### config.mk
export PLATFORM = sky130hd
export DESIGN_NAME = systolic_mmu_array
export DESIGN_NICKNAME = d
export VERILOG_FILES = /design/src/rtl/systolic_mmu_array.sv
export SDC_FILE = /design/constraint.sdc
export NUM_CORES = 2
export LEC_CHECK = 0
export ABC_AREA = 0
export CORE_MARGIN = 2
export CORE_UTILIZATION = 35
export CTS_BUF_LIST = sky130_fd_sc_hd__clkbuf_4 sky130_fd_sc_hd__clkbuf_8
export DETAILED_ROUTE_END_ITERATION = 8
export MAX_ROUTING_LAYER = met4
export PLACE_DENSITY = 0.61
export SYNTH_ARGS = -nofsm -noshare
export SYNTH_HDL_FRONTEND = slang
export SYNTH_SLANG_ARGS = --single-unit
### constraint.sdc
create_clock -name CLK -period 12.8 [get_ports CLK]
set_input_delay 2.56 -clock CLK [delete_from_list [all_inputs] [get_ports CLK]]
set_output_delay 2.56 -clock CLK [all_outputs]
set_load 0.005 [all_outputs]
### src/rtl/systolic_mmu_array.sv
// Weight-stationary ROWS x COLS signed MAC array with internal input skew and output de-skew.
// Define MMU_SATURATE_EN to clamp column sums to ACC_WIDTH; otherwise they wrap. ROWS, COLS >= 2.
module systolic_mmu_array #(
   parameter int unsigned WIDTH     = 8,
   parameter int unsigned ROWS      = 4,
   parameter int unsigned COLS      = 4,
   parameter int unsigned ACC_WIDTH = 16
) (
   input  logic                      CLK,
   input  logic                      SYNC_RST,
   input  logic                      EN,
   input  logic                      W_VALID,
   output logic                      W_READY,
   input  logic [WIDTH*COLS-1:0]     W_DATA,
   input  logic                      IN_VALID,
   output logic                      IN_READY,
   input  logic [WIDTH*ROWS-1:0]     IN_DATA,
   input  logic                      IN_LAST,
   output logic                      OUT_VALID,
   output logic [ACC_WIDTH*COLS-1:0] OUT_DATA,
   output logic                      OUT_LAST,
   output logic                      BUSY
);

   localparam int unsigned ProdW   = 2 * WIDTH;
   localparam int unsigned SumW    = 2 * WIDTH + $clog2(ROWS);
   localparam int unsigned Lat     = ROWS + COLS;
   localparam int unsigned RowCntW = $clog2(ROWS);
   localparam int unsigned DrainW  = $clog2(Lat + 1);

   typedef enum logic [1:0] {StIdle, StLoadW, StCompute, StDrain} state_e;

   state_e               state_q, state_d;
   logic [RowCntW-1:0]   row_cnt_q, row_cnt_d;
   logic [DrainW-1:0]    drain_cnt_q, drain_cnt_d;
   logic                 w_loaded_q, w_loaded_d;
   logic                 w_acc, in_acc;
   logic [RowCntW-1:0]   w_row;

   assign w_acc  = W_VALID & W_READY & EN;
   assign in_acc = IN_VALID & IN_READY & EN;
   assign BUSY   = (state_q != StIdle);

   always_ff @(posedge CLK) begin
      if (SYNC_RST) begin
         state_q     <= StIdle;
         row_cnt_q   <= '0;
         drain_cnt_q <= '0;
         w_loaded_q  <= 1'b0;
      end else begin
         state_q     <= state_d;
         row_cnt_q   <= row_cnt_d;
         drain_cnt_q <= drain_cnt_d;
         w_loaded_q  <= w_loaded_d;
      end
   end

   always_comb begin
      state_d     = state_q;
      row_cnt_d   = row_cnt_q;
      drain_cnt_d = drain_cnt_q;
      w_loaded_d  = w_loaded_q;
      unique case (state_q)
         StIdle: begin
            if (w_acc) begin
               state_d    = StLoadW;
               row_cnt_d  = RowCntW'(1);
               w_loaded_d = 1'b0;
            end else if (in_acc) begin
               // A single-vector stream skips straight to draining.
               if (IN_LAST) begin
                  state_d     = StDrain;
                  drain_cnt_d = DrainW'(Lat);
               end else begin
                  state_d = StCompute;
               end
            end
         end
         StLoadW: begin
            if (w_acc) begin
               if (row_cnt_q == RowCntW'(ROWS - 1)) begin
                  state_d    = StIdle;
                  w_loaded_d = 1'b1;
               end else begin
                  row_cnt_d = row_cnt_q + RowCntW'(1);
               end
            end
         end
         StCompute: begin
            if (in_acc && IN_LAST) begin
               state_d     = StDrain;
               drain_cnt_d = DrainW'(Lat);
            end
         end
         StDrain: begin
            if (EN) begin
               drain_cnt_d = drain_cnt_q - DrainW'(1);
               if (drain_cnt_q == DrainW'(1)) state_d = StIdle;
            end
         end
         default: state_d = StIdle;
      endcase
   end

   always_comb begin
      W_READY  = 1'b0;
      IN_READY = 1'b0;
      unique case (state_q)
         StIdle: begin
            W_READY  = 1'b1;
            IN_READY = w_loaded_q & ~W_VALID;
         end
         StLoadW:   W_READY  = 1'b1;
         StCompute: IN_READY = 1'b1;
         default:   ;
      endcase
      if (SYNC_RST) begin
         W_READY  = 1'b0;
         IN_READY = 1'b0;
      end
   end

   // Weight storage
   logic signed [WIDTH-1:0] w_q [ROWS][COLS];
   logic signed [WIDTH-1:0] w_d [ROWS][COLS];

   assign w_row = (state_q == StLoadW) ? row_cnt_q : '0;

   always_comb begin
      w_d = w_q;
      if (w_acc) begin
         for (int c = 0; c < COLS; c++) w_d[w_row][c] = W_DATA[c*WIDTH +: WIDTH];
      end
   end

   always_ff @(posedge CLK) begin
      if (SYNC_RST) w_q <= '{default: '0};
      else          w_q <= w_d;
   end

   // Input skew: row r reaches column 0 r cycles after acceptance.
   logic signed [WIDTH-1:0] in_elem [ROWS];
   logic signed [WIDTH-1:0] a_col0  [ROWS];

   always_comb begin
      for (int r = 0; r < ROWS; r++) begin
         in_elem[r] = in_acc ? $signed(IN_DATA[r*WIDTH +: WIDTH]) : '0;
      end
   end

   for (genvar r = 0; r < ROWS; r++) begin : g_skew
      if (r == 0) begin : g_direct
         assign a_col0[r] = in_elem[r];
      end else begin : g_delay
         logic signed [WIDTH-1:0] dly_q [r];
         logic signed [WIDTH-1:0] dly_d [r];
         always_comb begin
            dly_d[0] = in_elem[r];
            for (int k = 1; k < r; k++) dly_d[k] = dly_q[k-1];
         end
         always_ff @(posedge CLK) begin
            if (SYNC_RST) dly_q <= '{default: '0};
            else if (EN)  dly_q <= dly_d;
         end
         assign a_col0[r] = dly_q[r-1];
      end
   end

   // MAC cells: activations travel right, partial sums travel down.
   logic signed [WIDTH-1:0] a_in   [ROWS][COLS];
   logic signed [WIDTH-1:0] a_q    [ROWS][COLS-1];
   logic signed [WIDTH-1:0] a_d    [ROWS][COLS-1];
   logic signed [SumW-1:0]  psum_q [ROWS][COLS];
   logic signed [SumW-1:0]  psum_d [ROWS][COLS];

   for (genvar r = 0; r < ROWS; r++) begin : g_row
      for (genvar c = 0; c < COLS; c++) begin : g_pe
         logic signed [ProdW-1:0] prod;
         logic signed [SumW-1:0]  p_in;
         if (c == 0) begin : g_left
            assign a_in[r][c] = a_col0[r];
         end else begin : g_inner
            assign a_in[r][c] = a_q[r][c-1];
         end
         if (c < COLS - 1) begin : g_fwd
            assign a_d[r][c] = a_in[r][c];
         end
         if (r == 0) begin : g_top
            assign p_in = '0;
         end else begin : g_below
            assign p_in = psum_q[r-1][c];
         end
         assign prod         = ProdW'(a_in[r][c]) * ProdW'(w_q[r][c]);
         assign psum_d[r][c] = p_in + SumW'(prod);
      end
   end

   always_ff @(posedge CLK) begin
      if (SYNC_RST) begin
         a_q    <= '{default: '0};
         psum_q <= '{default: '0};
      end else if (EN) begin
         a_q    <= a_d;
         psum_q <= psum_d;
      end
   end

   // Output de-skew: column c waits COLS-1-c cycles so all columns line up.
   logic signed [SumW-1:0] col_sum [COLS];

   for (genvar c = 0; c < COLS; c++) begin : g_dsk
      localparam int unsigned Dly = COLS - 1 - c;
      if (Dly == 0) begin : g_direct
         assign col_sum[c] = psum_q[ROWS-1][c];
      end else begin : g_delay
         logic signed [SumW-1:0] dsk_q [Dly];
         logic signed [SumW-1:0] dsk_d [Dly];
         always_comb begin
            dsk_d[0] = psum_q[ROWS-1][c];
            for (int k = 1; k < Dly; k++) dsk_d[k] = dsk_q[k-1];
         end
         always_ff @(posedge CLK) begin
            if (SYNC_RST) dsk_q <= '{default: '0};
            else if (EN)  dsk_q <= dsk_d;
         end
         assign col_sum[c] = dsk_q[Dly-1];
      end
   end

   function automatic logic [ACC_WIDTH-1:0] reduce_sum(input logic signed [SumW-1:0] s);
`ifdef MMU_SATURATE_EN
      localparam longint SatMax = (longint'(1) <<< (ACC_WIDTH - 1)) - 1;
      localparam longint SatMin = -(longint'(1) <<< (ACC_WIDTH - 1));
      if (longint'(s) > SatMax)      return ACC_WIDTH'(SatMax);
      else if (longint'(s) < SatMin) return ACC_WIDTH'(SatMin);
      else                           return ACC_WIDTH'(s);
`else
      return ACC_WIDTH'(s);
`endif
   endfunction

   // Valid/last travel alongside the data; out_* is the final output register stage.
   logic [Lat-2:0]               vld_q, vld_d, last_q, last_d;
   logic                         out_vld_q, out_vld_d, out_last_q, out_last_d;
   logic [ACC_WIDTH*COLS-1:0]    out_data_q, out_data_d;

   always_comb begin
      vld_d      = vld_q;
      last_d     = last_q;
      out_vld_d  = out_vld_q;
      out_last_d = out_last_q;
      out_data_d = out_data_q;
      if (EN) begin
         vld_d      = {vld_q[Lat-3:0], in_acc};
         last_d     = {last_q[Lat-3:0], in_acc & IN_LAST};
         out_vld_d  = vld_q[Lat-2];
         out_last_d = last_q[Lat-2];
         if (vld_q[Lat-2]) begin
            for (int c = 0; c < COLS; c++) begin
               out_data_d[c*ACC_WIDTH +: ACC_WIDTH] = reduce_sum(col_sum[c]);
            end
         end
      end
   end

   always_ff @(posedge CLK) begin
      if (SYNC_RST) begin
         vld_q      <= '0;
         last_q     <= '0;
         out_vld_q  <= 1'b0;
         out_last_q <= 1'b0;
         out_data_q <= '0;
      end else begin
         vld_q      <= vld_d;
         last_q     <= last_d;
         out_vld_q  <= out_vld_d;
         out_last_q <= out_last_d;
         out_data_q <= out_data_d;
      end
   end

   assign OUT_VALID = out_vld_q & EN;
   assign OUT_LAST  = out_vld_q & out_last_q & EN;
   assign OUT_DATA  = out_data_q;

endmodule

==> summary.txt <==
Outcome
  – Outcome: complete, no violations

Placement
  – Place WS: 4570 ps
  – Dpl cells: 10100
  – Port Buffers: 138
  – Placed instance area: 73700 sq um
  – GPL Wtd Cong: 0.850
  – DP HPWL: 126 mm

Yosys
  – Seq/Total Area, Yosys: 20.4%
  – Synth area leader: fa_1
  – Top cells by area, synth: fa_1, dfxtp_1, ha_1
  – Fraction of registers with async set/reset: 0%
  – Most common cell in the netlist: inv_1
  – Mean post-synth cell area: 9.14 sq um
  – Seq cells post-synth: 713
  – Syn Nets: 9377
  – Top FF cell, synth: dfxtp_1
  – Yosys warning total: 0
  – Synthesized instance count: 7672
  – Post-synth cell types: 79
  – Top-area cell type share of the netlist area: 30.6%
  – Mapped cell area: 70100 sq um
  – Post-synth EDFFs: 0
  – Top post-synthesis cells by count: inv_1, fa_1, nand2_1, dfxtp_1, ha_1

Floorplan
  – I/O pin total: 139
  – Initial Util: 35.2%
  – Die Footprint: 204000 sq um
  – FP Rows: 164
  – Die height: 452 um
  – Die X-Extent: 452 um
  – Core area: 199000 sq um

Job
  – Max Cap Viol: 0

GRT
  – Grt ovf: 0
  – Gr usage total: 16.4%
  – First-pass GRT wire length: 267 mm
  – Largest net degree at the start of global routing: 204
  – Vias in the first global route: 50100
  – Antenna violations before repair: 6

Routing
  – Number of detailed-routing iterations run before antenna repair: 5
  – Vias post-DR: 48400
  – Met3 wire length: 5.97 mm
  – DRC viols: 0
  – Vias/cell: 4.66
  – Avg WL per Cell: 15.3 um
  – ANT nets after route: 0
  – Detailed-route wire length: 159 mm
  – Max Used Layer: met4
  – Met1 Routed Length: 79.6 mm
  – Met2 wire length: 70.5 mm
  – DRT iter0 DRCs: 2407

Clock tree
  – CTS Buffer Depth: 3
  – CTS tree: yes
  – Resized Gates After CTS: 0
  – Post-CTS Hold Buffers: 0
  – CTS Root Cell: clkbuf_8
  – Worst-Skew Late Latency: 870 ps
  – Cts bufs inserted: 137
  – Clock sink count: 713
  – Setup Fix Bufs, Post-CTS: 0
  – CTS H-tree depth: 4
  – Clk slew on worst S/H paths: 60 ps

Setup path
  – Worst Path Required: 13510 ps
  – Cell Chain, Critical Path: clkdlybuf4s50_1 -> nor2b_1 -> o2111a_2 -> nand3_1 -> inv_1 -> fa_1 -> fa_1 -> fa_1 -> inv_1 -> fa_1 -> inv_1 -> ha_1 -> a211o_1 -> a211oi_2 -> o21ai_0 -> o21ai_0 -> nor2_1 -> a2111oi_0
  – Reg2Reg Capture Point: g_row[1].g_pe[0].p_in[13]
  – Crit-path slowest cell: o2111a_2
  – Crit Path Max Fanout: 57
  – Cell mode on critical path: fa_1
  – Buf/Inv on CP: 4
  – Reg2reg setup slack: 7050 ps
  – CP peak stage delay: 860 ps
  – Worst R2R Path Depth: 16
  – Critical Path AT: 8170 ps
  – Crit. End Element: flop
  – Delay-heaviest family, CP: adder cells
  – Worst Setup Start Kind: primary input
  – RR Startpoint: state_q[1]
  – Setup CP Type: primary input to flop

Pwr
  – Leak Pwr: 35.1 nW
  – Final Power: 5.06 mW
  – Max IR drop VDD: 0.0849 mV
  – PD cells: 66.0 nW/um^2

Hold path
  – HP Class: flop to flop
  – Hold Startpoint: OUT_DATA[22]
  – Worst Hold End: OUT_DATA[22]
  – Hold path cells: 2

Timing
  – Fmax: 134 MHz
  – Final setup vio count: 0
  – Final Worst Setup Slack: 5350 ps
  – Slew Viols, Final: 0
  – Final Critical Period: 7450 ps
  – Slew headroom: 16.3%
  – Final TNS setup: 0 ps
  – Worst hold slack: 450 ps
  – Period utilization: 58.2%
  – RSZ-0062 raised after global routing: no
  – Tightest Pin Transition: 1260 ps
  – Clock Skew: 50.5 ps
  – Endpoints failing hold: 0

Cells and area
  – Ratio of cells with drive above 1 in the final layout: 3.94%
  – Core Util, Final: 38.5%
  – Final Cell Area: 76800 sq um
  – Area Growth Syn to Fin: 9.44%
  – Post-route insts no fill: 10400
  – # nets final: 9330
  – FILL cells: 20000
-- how the worst max path moves through the flow --
| stage | start | endpoint | cells past startpoint |
|---|---|---|---|
| global route | W_VALID | g_row[1].g_pe[0].p_in[13] | 18 |
| finish | W_VALID | g_row[1].g_pe[0].p_in[13] | 18 |
| floorplan | W_VALID | g_row[1].g_pe[0].p_in[15] | 20 |
| CTS | W_VALID | g_row[1].g_pe[0].p_in[13] | 18 |
| global placement | W_VALID | g_row[1].g_pe[0].p_in[15] | 18 |
| detailed placement | W_VALID | g_row[1].g_pe[0].p_in[15] | 18 |
-- cell families after synthesis --
family,Yosys count,share of synthesized area (%)
simple gates,2216,14.5
buf+inv,1725,9.39
fa+ha+maj,1635,40.6
compound gates,768,6.80
flops,713,20.4
mux,359,5.13
xor+xnor,256,3.20
-- final cells by class --
type	count	area, sq um	area share, %
Sequential cell	713	14300	18.6
Clock buffer	202	2570	3.34
Antenna cell	5	12.5	0.0163
Timing Repair Buffer	168	1640	2.14
Tap cell	2656	3320	4.33
Clock inverter	44	484	0.631
Multi-Input combinational cell	5234	49300	64.2
Inverter	1371	5150	6.71
-- state kept, by name, summed over array words and instances (netlist names), 8 cells and up --
register,cells
g_row.g_pe.p_in,192
w_q,128
g_dsk.g_delay.dsk_d,96
OUT_DATA,64
a_d,64
col_sum,48
a_in,32
g_skew.g_delay.dly_d,24
a_col0,16
g_dsk.g_delay.dsk_q,16
g_skew.g_delay.dly_q,8
-- cell usage in the layout (no fill, tap or decap), types with 6 or more instances in the layout --
cell type | netlist | final
o31ai_1 | 12 | 12
buf_4 | 3 | 28
o211ai_1 | 27 | 27
a22oi_1 | 33 | 33
nand2_1 | 915 | 913
nor3_1 | 45 | 45
and3_1 | 56 | 56
o22ai_1 | 8 | 8
xor2_1 | 28 | 28
a211oi_1 | 59 | 59
and2_1 | 439 | 438
inv_1 | 1371 | 1370
dfxtp_1 | 713 | 713
bufinv_16 | 0 | 6
nand3_1 | 50 | 50
nand4_1 | 7 | 7
a21o_1 | 36 | 36
fa_1 | 1072 | 1072
a21boi_0 | 10 | 10
a2111oi_0 | 7 | 7
clkbuf_8 | 0 | 168
a31oi_1 | 10 | 10
nand2b_1 | 105 | 105
o21ai_0 | 144 | 144
mux2i_1 | 358 | 358
nand3b_1 | 7 | 7
a211o_1 | 6 | 6
a32o_1 | 7 | 7
ha_1 | 563 | 563
o21a_1 | 26 | 26
o21bai_1 | 19 | 19
xnor2_1 | 228 | 228
a21oi_1 | 308 | 308
nor2b_1 | 25 | 25
clkinvlp_4 | 0 | 10
or3_1 | 11 | 11
clkdlybuf4s50_1 | 0 | 136
clkinv_2 | 0 | 17
nor2_1 | 530 | 528
clkbuf_4 | 0 | 34
-- power breakdown --
part	switching, mW	internal, mW
Combinational	0.201	0.110
Clock	1.07	1.43
Sequential	0.0220	2.24
Total	1.29	3.78
-- tightest hold or removal path, stage by stage, from the launching register on --
cell	delay (ps)
dfxtp_1	300
nand2_1	50
a21oi_1	50
-- layer usage --
metal	vias to the layer above	GRT usage, %
met2	742	25.3
li1	23700	-
met5	-	-
met1	23800	23.0
met4	0	3.56
met3	170	1.99
Power figures use the tool's default switching activity.
